<file path="config.mk">
export PLATFORM = sky130hd
export DESIGN_NAME = gray_decode_scheduler_flat
export DESIGN_NICKNAME = d
export VERILOG_FILES = /design/src/rtl/gray_decode_scheduler_if.sv /design/src/rtl/gray_decode_scheduler.sv /design/src/flat_wrapper.sv
export SDC_FILE = /design/constraint.sdc
export NUM_CORES = 1
export LEC_CHECK = 0
export CORE_MARGIN = 3
export CORE_UTILIZATION = 52
export DETAILED_ROUTE_END_ITERATION = 8
export PLACE_DENSITY_LB_ADDON = 0.25
export SLEW_MARGIN = 20
export SYNTH_ARGS = -nofsm -noshare
export SYNTH_HDL_FRONTEND = slang
export SYNTH_SLANG_ARGS = --single-unit
</file>
<file path="constraint.sdc">
create_clock -name clk -period 2.5 [get_ports clk]
set_input_delay 0.25 -clock clk [delete_from_list [all_inputs] [get_ports clk]]
set_output_delay 0.25 -clock clk [all_outputs]
set_load 0.01 [all_outputs]
</file>
<file path="src/rtl/gray_decode_scheduler_if.sv">
// Request/result bundle for gray_decode_scheduler: NUM_REQ Gray-word requesters
// in, one binary result with owner index out.
interface gray_decode_scheduler_if #(
    parameter int DATA_WIDTH = 16,
    parameter int NUM_REQ    = 4
);
    localparam int ID_W = (NUM_REQ > 1) ? $clog2(NUM_REQ) : 1;

    logic [NUM_REQ-1:0]            req_valid;
    logic [NUM_REQ*DATA_WIDTH-1:0] req_gray;
    logic [NUM_REQ-1:0]            req_ready;
    logic                          out_valid;
    logic                          out_ready;
    logic [DATA_WIDTH-1:0]         out_bin;
    logic [ID_W-1:0]               out_id;

    modport master (
        output req_valid, req_gray, out_ready,
        input  req_ready, out_valid, out_bin, out_id
    );

    modport slave (
        input  req_valid, req_gray, out_ready,
        output req_ready, out_valid, out_bin, out_id
    );
endinterface

</file>
<file path="src/rtl/gray_decode_scheduler.sv">
// Round-robin arbiter feeding a Gray-to-binary converter (IDLE/CONV/DONE).
// Bit-serial by default; define GRAY_DECODE_FAST_EN for single-cycle conversion.
module gray_decode_scheduler #(
    parameter int DATA_WIDTH = 16,
    parameter int NUM_REQ    = 4
) (
    input  logic                   clk,
    input  logic                   reset,
    gray_decode_scheduler_if.slave bus,
    output logic                   busy
);
    localparam int          ID_W = (NUM_REQ > 1) ? $clog2(NUM_REQ) : 1;
    localparam int unsigned NR_U = NUM_REQ;

    typedef enum logic [1:0] {IDLE, CONV, DONE} state_t;

    state_t                state_q, state_d;
    logic [ID_W-1:0]       last_grant_q, last_grant_d;
    logic [DATA_WIDTH-1:0] out_bin_q, out_bin_d;
    logic [ID_W-1:0]       out_id_q, out_id_d;
`ifndef GRAY_DECODE_FAST_EN
    localparam int CNT_W = (DATA_WIDTH > 1) ? $clog2(DATA_WIDTH) : 1;
    logic [CNT_W-1:0]      cnt_q, cnt_d;
    logic [DATA_WIDTH-1:0] gray_q, gray_d;
    logic [DATA_WIDTH-1:0] acc_q, acc_d;
`endif

    logic                  hi_found, lo_found, win_found;
    logic [ID_W-1:0]       hi_idx, lo_idx, win_idx;
    logic [DATA_WIDTH-1:0] hi_gray, lo_gray, win_gray;
    logic [NUM_REQ-1:0]    grant;

    // Winner is the lowest valid index above last_grant, else the lowest valid overall.
    always_comb begin
        hi_found = 1'b0;
        lo_found = 1'b0;
        hi_idx   = '0;
        lo_idx   = '0;
        hi_gray  = '0;
        lo_gray  = '0;
        for (int unsigned i = 0; i < NR_U; i++) begin
            if (bus.req_valid[i] && !hi_found && (ID_W'(i) > last_grant_q)) begin
                hi_found = 1'b1;
                hi_idx   = ID_W'(i);
                hi_gray  = bus.req_gray[i*DATA_WIDTH +: DATA_WIDTH];
            end
            if (bus.req_valid[i] && !lo_found) begin
                lo_found = 1'b1;
                lo_idx   = ID_W'(i);
                lo_gray  = bus.req_gray[i*DATA_WIDTH +: DATA_WIDTH];
            end
        end
        win_found = hi_found | lo_found;
        win_idx   = hi_found ? hi_idx  : lo_idx;
        win_gray  = hi_found ? hi_gray : lo_gray;
    end

    always_comb begin
        grant = '0;
        if ((state_q == IDLE) && !reset && win_found)
            grant[win_idx] = 1'b1;
    end

`ifdef GRAY_DECODE_FAST_EN
    function automatic logic [DATA_WIDTH-1:0] gray2bin(input logic [DATA_WIDTH-1:0] g);
        logic [DATA_WIDTH-1:0] b;
        b = '0;
        for (int unsigned i = 0; i < DATA_WIDTH; i++)
            b[i] = ^(g >> i);
        return b;
    endfunction
`endif

    always_comb begin
        state_d      = state_q;
        last_grant_d = last_grant_q;
        out_bin_d    = out_bin_q;
        out_id_d     = out_id_q;
`ifndef GRAY_DECODE_FAST_EN
        cnt_d        = cnt_q;
        gray_d       = gray_q;
        acc_d        = acc_q;
`endif
        unique case (state_q)
            IDLE: begin
                if (grant != '0) begin
                    last_grant_d = win_idx;
`ifdef GRAY_DECODE_FAST_EN
                    out_bin_d    = gray2bin(win_gray);
                    out_id_d     = win_idx;
                    state_d      = DONE;
`else
                    gray_d       = win_gray;
                    acc_d        = '0;
                    cnt_d        = CNT_W'(DATA_WIDTH - 1);
                    state_d      = CONV;
`endif
                end
            end
`ifndef GRAY_DECODE_FAST_EN
            CONV: begin
                // acc shifts left with bin[k+1] in its LSB (0 before the MSB step),
                // so after DATA_WIDTH steps it holds the full binary word.
                acc_d = {acc_q[DATA_WIDTH-2:0], acc_q[0] ^ gray_q[cnt_q]};
                if (cnt_q == '0) begin
                    out_bin_d = acc_d;
                    out_id_d  = last_grant_q;
                    state_d   = DONE;
                end else begin
                    cnt_d = cnt_q - 1'b1;
                end
            end
`endif
            DONE: begin
                if (bus.out_ready)
                    state_d = IDLE;
            end
            default: state_d = IDLE;
        endcase
    end

    always_ff @(posedge clk) begin
        if (reset) begin
            state_q      <= IDLE;
            last_grant_q <= ID_W'(NUM_REQ - 1);
            out_bin_q    <= '0;
            out_id_q     <= '0;
`ifndef GRAY_DECODE_FAST_EN
            cnt_q        <= '0;
            gray_q       <= '0;
            acc_q        <= '0;
`endif
        end else begin
            state_q      <= state_d;
            last_grant_q <= last_grant_d;
            out_bin_q    <= out_bin_d;
            out_id_q     <= out_id_d;
`ifndef GRAY_DECODE_FAST_EN
            cnt_q        <= cnt_d;
            gray_q       <= gray_d;
            acc_q        <= acc_d;
`endif
        end
    end

    assign bus.req_ready = grant;
    assign bus.out_valid = (state_q == DONE);
    assign bus.out_bin   = out_bin_q;
    assign bus.out_id    = out_id_q;
    assign busy          = (state_q != IDLE);
endmodule
</file>
<file path="src/flat_wrapper.sv">
// flat-port wrapper written by rule: the top's interface ports become plain ports
module gray_decode_scheduler_flat 
#(
    parameter int DATA_WIDTH = 16,
    parameter int NUM_REQ    = 4
)
  (clk, reset, busy, bus_req_valid, bus_req_gray, bus_out_ready, bus_req_ready, bus_out_valid, bus_out_bin, bus_out_id);
  gray_decode_scheduler_if #(.DATA_WIDTH(DATA_WIDTH), .NUM_REQ(NUM_REQ)) bus_i ();
  input  logic clk;
  input  logic reset;
  output logic busy;
  input wire logic [$bits(bus_i.req_valid)-1:0] bus_req_valid;
  input wire logic [$bits(bus_i.req_gray)-1:0] bus_req_gray;
  input wire logic [$bits(bus_i.out_ready)-1:0] bus_out_ready;
  output wire logic [$bits(bus_i.req_ready)-1:0] bus_req_ready;
  output wire logic [$bits(bus_i.out_valid)-1:0] bus_out_valid;
  output wire logic [$bits(bus_i.out_bin)-1:0] bus_out_bin;
  output wire logic [$bits(bus_i.out_id)-1:0] bus_out_id;
  assign bus_i.req_valid = bus_req_valid;
  assign bus_i.req_gray = bus_req_gray;
  assign bus_i.out_ready = bus_out_ready;
  assign bus_req_ready = bus_i.req_ready;
  assign bus_out_valid = bus_i.out_valid;
  assign bus_out_bin = bus_i.out_bin;
  assign bus_out_id = bus_i.out_id;
  gray_decode_scheduler #(.DATA_WIDTH(DATA_WIDTH), .NUM_REQ(NUM_REQ)) u_core (.clk(clk), .reset(reset), .bus(bus_i), .busy(busy));
endmodule
</file>
==> impl_results.md, run 1 <==
- Post-DRT Antenna Nets: 0
- Max IR drop VDD: 447 uV
- Dominant cell type by area after synthesis: dfxtp_1
- CP max-delay cell: or4_4
- Worst Path Buf+Inv: 2
- Clock-pin slew on the worst setup and hold paths: 0.06 ns
- WL/cell: 16.6 um
- Period utilisation layout: 95.5%
- PD cells: 576 nW/um^2
- Worst Hold Launch: u_core.bus.out_bin[3]$_SDFFE_PP0P_
- Post-cts sizing count: 0
- Share of cells above drive strength 1: 13.8%
- Worst slack, placed: -0.0638 ns
- Net Count, Synth: 518
- Die width: 87.5 um
- Count of cell types in the netlist: 48
- Die ar.: 7650 sq um
- Clock buffer count from CTS: 9
- RSZ-0062 raised after global routing: false
- Total wire length: 10.1 mm
- Skew-Pair Late Insertion Delay: 0.33 ns
- Total gr overflow: 0
- CP Capture Type: output pin
- Hpwl dp: 6.98 mm
- Worst Setup Slack, final: 0.113 ns
- P_leak: 1.59 nW
- Max Cap Viol: 0
- Via/cell ratio: 6.06
- R2r worst-path depth: 5
- CP top delay family: buffers and inverters
- Setup repair bufs after CTS: 0
- Status: completed
- Syn. warnings: 0
- Most frequent cell after synthesis: nand2_1
- First-pass GRT wire length: 16.4 mm
- Clk_skew: 0.00379 ns
- Setup Viol. Count Final: 0
- GRT Util Overall: 26.9%
- Fin. Hold Viols: 0
- Startpoint types: input port
- Clock Sinks: 57
- Die Y: 87.5 um
- CTS tree: done
- I/O pins: 95
- Post-layout nets: 599
- Minimum clock period: 2.39 ns
- Placed insts: 593
- Critical path class: input port to output pin
- Drt first-iter violations: 336
- Synth Flop Type: dfxtp_1
- Largest net degree at the start of global routing: 59
- Clock buffer depth: 2
- Post-synthesis register bit count: 57
- Area share of the largest cell type after synthesis: 33.0%
- Max Freq: 419 MHz
- Worst Path Max Fanout: 7
- Area Overhead vs Synth: 32.5%
- Crit-path most repeated cell: clkdlybuf4s50_1
- Fraction of registers with async set or reset after synthesis: 0%
- Initial antenna violation count: 0
- Total iterations of the first detailed-routing run: 5
- Number of flops mapped to enable cells by yosys: 0
- # diodes: 0
- Placer Congestion: 0.890
- Top post-synthesis cells by count: 80 x nand2_1, 57 x dfxtp_1, 54 x a21oi_1
- Area of the mapped netlist: 3450 sq um
- Tightest Hold Check Type: register to register
- Required time worst endpoint: 2.25 ns
- Core ar.: 6390 sq um
- Placed inst area: 4400 sq um
- Fin cells: 607
- Hold buffer count at cts: 0
- Via Count: 3,679
- Reg2reg end: u_core.gray_q[11]$_SDFFE_PP0P_
- Flop-to-flop setup slack: 0.36 ns
- Total power: 2.64 mW
- DRC viols: 0
- Register area share after synthesis: 33.0%
- Reg2reg start: u_core.last_grant_q[1]$_SDFFE_PP1P_
- Starting Density: 54.1%
- Vias in the first global route: 3,575
- Relative max-transition margin: 35.6%
- Worst-margin pin slew: 0.962 ns
- Syn Area/Cell: 7.74 sq um
- Worst Path Arrival: 2.14 ns
- Buffers on Ports: 94
- Row count: 29
- Synth area leaders: dfxtp_1 33%, nand2_1 8.7%, a21oi_1 7.8%
- Fin area: 4570 sq um
- H-tree depth: 3
- Worst-path cell chain: clkdlybuf4s50_1, or4_4, nand2_2, nor2_1, nand2b_1, a21oi_1, clkdlybuf4s50_1
- Largest stage delay on the critical path: 0.58 ns
- Gate count of the mapped netlist: 446
- Count of pins over their slew limit: 0
- Hold endpoint: u_core.bus.out_bin[3]$_SDFFE_PP0P_
- Worst Hold Depth: 2
- Fillcell total: 530
- CTS Root Cell: clkbuf_8
==> state kept, by name (all words and copies together) (netlist names) <==
register / flops
u_core.state_q: 2
u_core.bus.out_bin: 16
u_core.cnt_q: 4
u_core.bus.out_id: 2
u_core.last_grant_q: 2
u_core.gray_q: 16
u_core.acc_q: 15
==> cell type report <==
cell class | count | area, sq um | area share, %
clock buffer | 14 | 163 | 3.56
inverter | 8 | 30.0 | 0.656
multi-input combinational | 339 | 2040 | 44.6
sequential | 57 | 1140 | 25.0
tap | 77 | 96.3 | 2.11
timing repair buffer | 112 | 1100 | 24.1
==> stage by stage <==
step | setup TNS, ns | hold slack, ns | utilization (%)
after floorplan | 0 | 0.432 | -
after global placement | -0.0453 | 0.445 | 68.9
after detailed placement | -0.0911 | 0.448 | 68.9
after CTS | 0 | 0.457 | 71.5
after global routing | 0 | 0.472 | 71.6
final | 0 | 0.455 | 71.6
==> where the power goes <==
group	switching [mW]	total, mW	internal (mW)
Combinational	0.452	0.847	0.395
Sequential	0.0738	1.06	0.983
Clock	0.328	0.732	0.404
Total	0.854	2.64	1.78
==> placed cells by master, fill, tap and decap left out, types with 3 or more instances in the layout <==
cell type         n
nor2b_1           7
clkbuf_1          3
nand3_1          13
a2bb2oi_2         4
nand2_1          80
clkbuf_8         11
nand3_2          13
nand3b_1         13
a221oi_1         12
o221ai_1          4
buf_4            16
o21ai_0          11
nor3_1           14
a22oi_1           4
inv_1             8
a31oi_1           5
mux4_2            4
a21oi_2          14
nor2_1           44
clkdlybuf4s50_1  91
a21oi_1          53
a211oi_1          5
dfxtp_1          56
nand2b_1          5
a2111oi_0        12
==> per-layer routing <==
layer,share of wire (%),track usage [%],up-vias
li1,-,-,1753
met1,41,33.6,1744
met2,51,45.5,160
met3,6.1,5.30,22
met4,2.1,10.6,0
met5,0,0,-
==> kinds of logic after synthesis <==
group	Yosys count	share of synthesized area, %
flops	57	33.0
mux	6	3.22
fa+ha+maj	1	0.362
compound gates	132	26.1
buf+inv	50	7.93
simple gates	198	28.8
xor+xnor	2	0.507
==> tightest hold or removal path, cell delays in order, from the launching register on <==
cell and delay, ns:
dfxtp_1 0.31, nand2_1 0.05, a21oi_1 0.05
==> worst max path at each step <==
stage	startpoint	end	slack, ns	depth (start not counted)
after detailed placement	bus_req_valid[0]	u_core.gray_q[5]$_SDFFE_PP0P_	-0.06	8
final	bus_req_valid[2]	bus_req_ready[2]	0.11	7
after global placement	bus_req_valid[2]	u_core.gray_q[15]$_SDFFE_PP0P_	-0.05	7
after CTS	bus_req_valid[0]	bus_req_ready[2]	0.07	8
after floorplan	u_core.cnt_q[1]$_SDFFE_PP0P_	u_core.acc_q[0]$_SDFFE_PP0P_	0.85	6
after global routing	u_core.last_grant_q[0]$_SDFFE_PP1P_	bus_req_ready[2]	0.005	6
Note: power is estimated with default switching activity, not from simulation.
==> run 2: changes to the inputs <==
--- a/config.mk
+++ b/config.mk
@@ -6,8 +6,9 @@
 export NUM_CORES = 1
 export LEC_CHECK = 0
 export CORE_MARGIN = 3
-export CORE_UTILIZATION = 52
+export CORE_UTILIZATION = 65
 export DETAILED_ROUTE_END_ITERATION = 8
+export DONT_BUFFER_PORTS = 1
 export PLACE_DENSITY_LB_ADDON = 0.25
 export SLEW_MARGIN = 20
 export SYNTH_ARGS = -nofsm -noshare
==> run 2 against run 1 <==
Effect of this change:
- final cell count is 18% lower
- sequential power barely moved
- clock power up 15%
- die area down 19%
- clock skew rose by 0.0047 ns
- via count is 13% lower
- count of clock-buffer cells in the layout is 4 lower
- critical path depth shrank 4
- wire length fell by 14%
- maximum frequency is 9.9% higher
- register-to-register slack about the same
- critical endpoint unchanged
- largest cell class unchanged
==> impl_results.md, run 2 (synthesized netlist as in run 1, its figures left out) <==
- Skew-Pair Late Insertion Delay: 0.34 ns (about the same)
- Area of the multi-input gates: 2040 sq um (-0.18%)
- I/O pins: 95 (unchanged)
- Worst Setup Slack, final: 0.328 ns (+0.215 ns)
- First-pass GRT wire length: 14.8 mm (-10%)
- Area Overhead vs Synth: 3.41%
- Clock-pin slew on the worst setup and hold paths: 0.06 ns (about the same)
- Post-cts sizing count: 0 (unchanged)
- Max IR drop VDD: 566 uV (+27%)
- Placer Congestion: 0.809 (-9.1%)
- Die ar.: 6220 sq um (-19%)
- Setup repair bufs after CTS: 0 (unchanged)
- Share of cells above drive strength 1: 15.0% (+1.2 points)
- Total wire length: 8.65 mm (-14%)
- Grt met1 use: 39.6% (+6.0 points)
- GRT busiest layer: met2
- Total gr overflow: 0 (unchanged)
- Layout Utilization: 72.7% (+1.1 points)
- Flop-to-flop setup slack: 0.37 ns (about the same)
- Die width: 78.9 um (-9.8%)
- P_leak: 1.18 nW (-25%)
- Hpwl dp: 5.68 mm (-19%)
- Status: completed
- Post-DRT Antenna Nets: 0 (unchanged)
- GRT Util Overall: 29.8% (+2.8 points)
- Worst Path Arrival: 1.92 ns (-0.22 ns)
- Max Freq: 460 MHz (+9.9%)
- TNS Setup: 0 ns (unchanged)
- Row count: 25 (-14%)
- CP Capture Type: output pin
- Period utilisation layout: 86.9% (-8.6 points)
- CTS tree: done
- Hold buffer count at cts: 2 (+2)
- M2 GR Usage: 46.4% (+0.96 points)
- Worst-margin pin slew: 0.820 ns (-0.142 ns)
- PD cells: 704 nW/um^2 (+22%)
- Worst hold margin: 0.0290 ns (-0.426 ns)
- Clock Sinks: 57 (unchanged)
- Max Cap Viol: 0 (unchanged)
- Worst Path Max Fanout: 21 (+14)
- Total iterations of the first detailed-routing run: 5 (unchanged)
- Fin. Hold Viols: 0 (unchanged)
- CP max-delay cell: nand2b_1
- Tightest Hold Check Type: input port to register
- Buffers on Ports: 0 (-100%)
- Largest stage delay on the critical path: 0.67 ns (+0.09 ns)
- DRC viols: 0 (unchanged)
- Worst-path cell chain: nand2b_1, nand3b_1, a21oi_1
- Seq. cell area: 1140 sq um (-0.11%)
- RSZ-0062 raised after global routing: false
- Starting Density: 70.3% (+16 points)
- Die Y: 78.9 um (-9.8%)
- Critical path class: register to output pin
- Startpoint types: register
- Most frequent cells in the layout: 80 x nand2_1, 57 x dfxtp_1, 54 x a21oi_1
- Grt met3 use: 7.03% (+1.7 points)
- Clk_skew: 0.00850 ns (+0.00472 ns)
- CTS Root Cell: clkbuf_8
- Post-layout nets: 495 (-17%)
- Largest net degree at the start of global routing: 55 (-6.8%)
- H-tree depth: 3 (unchanged)
- Clock buffer count from CTS: 9 (unchanged)
- Via Count: 3,187 (-13%)
- Total power: 2.51 mW (-4.6%)
- Setup Viol. Count Final: 0 (unchanged)
- Via/cell ratio: 6.44 (+6.2%)
- Relative max-transition margin: 45.3% (+9.7 points)
- Initial antenna violation count: 0 (unchanged)
- Commonest non-fill, non-tap cell in the layout: nand2_1
- Clock buffer depth: 2 (unchanged)
- Worst slack, placed: 0.447 ns (+0.511 ns)
- Drt first-iter violations: 334 (-0.60%)
- # diodes: 0 (unchanged)
- Core ar.: 4910 sq um (-23%)
- Minimum clock period: 2.17 ns (-0.215 ns)
- WL/cell: 17.5 um (+5.2%)
- Required time worst endpoint: 2.25 ns (about the same)
- Vias in the first global route: 3,126 (-13%)
- Fillcell total: 400 (-25%)
- Count of pins over their slew limit: 0 (unchanged)
==> run 2: path summary, 6_finish.rpt <==
kind / start / to / depth (start not counted)
min: reset / u_core.last_grant_q[1]$_SDFFE_PP1P_ / 1
min reg2reg: u_core.acc_q[14]$_SDFFE_PP0P_ / u_core.bus.out_bin[15]$_SDFFE_PP0P_ / 2
max: u_core.last_grant_q[0]$_SDFFE_PP1P_ / bus_req_ready[2] / 3
max reg2reg: u_core.last_grant_q[0]$_SDFFE_PP1P_ / u_core.gray_q[11]$_SDFFE_PP0P_ / 5
==> run 2: critical path: cells and delay by family, from the launching register on <==
| kind | cells | cell delay [ns] |
|---|---|---|
| flops | 1 | 0.41 |
| simple gates | 2 | 0.87 |
| compound gates | 1 | 0.30 |
==> run 2: per-layer routing <==
metal	routed length (um)	vias up
met5	0	-
met4	188	0
met3	601	23
met2	4160	127
met1	3700	1492
li1	-	1545
==> run 2: area by class of cell <==
class / instances / share of cell area, %
Tap cell: 67 / 2.35
Multi-Input combinational cell: 339 / 57.1
Timing Repair Buffer: 8 / 2.31
Clock buffer: 10 / 3.85
Sequential cell: 57 / 32.0
Inverter: 8 / 0.841
Clock inverter: 6 / 1.61
==> run 2: through the flow <==
step	cells	area [sq um]
finish	495	3570
global route	495	3570
detailed placement	477	3340
floorplan	446	3450
CTS	495	3570
global placement	477	3340
==> run 2: report_power, final <==
group / switching, mW / internal [mW] / leakage, nW / total (mW)
clock: 0.363 / 0.479 / 0.102 / 0.843
sequential: 0.0754 / 0.981 / 0.465 / 1.06
combinational: 0.366 / 0.248 / 0.616 / 0.614
total: 0.805 / 1.71 / 1.18 / 2.51
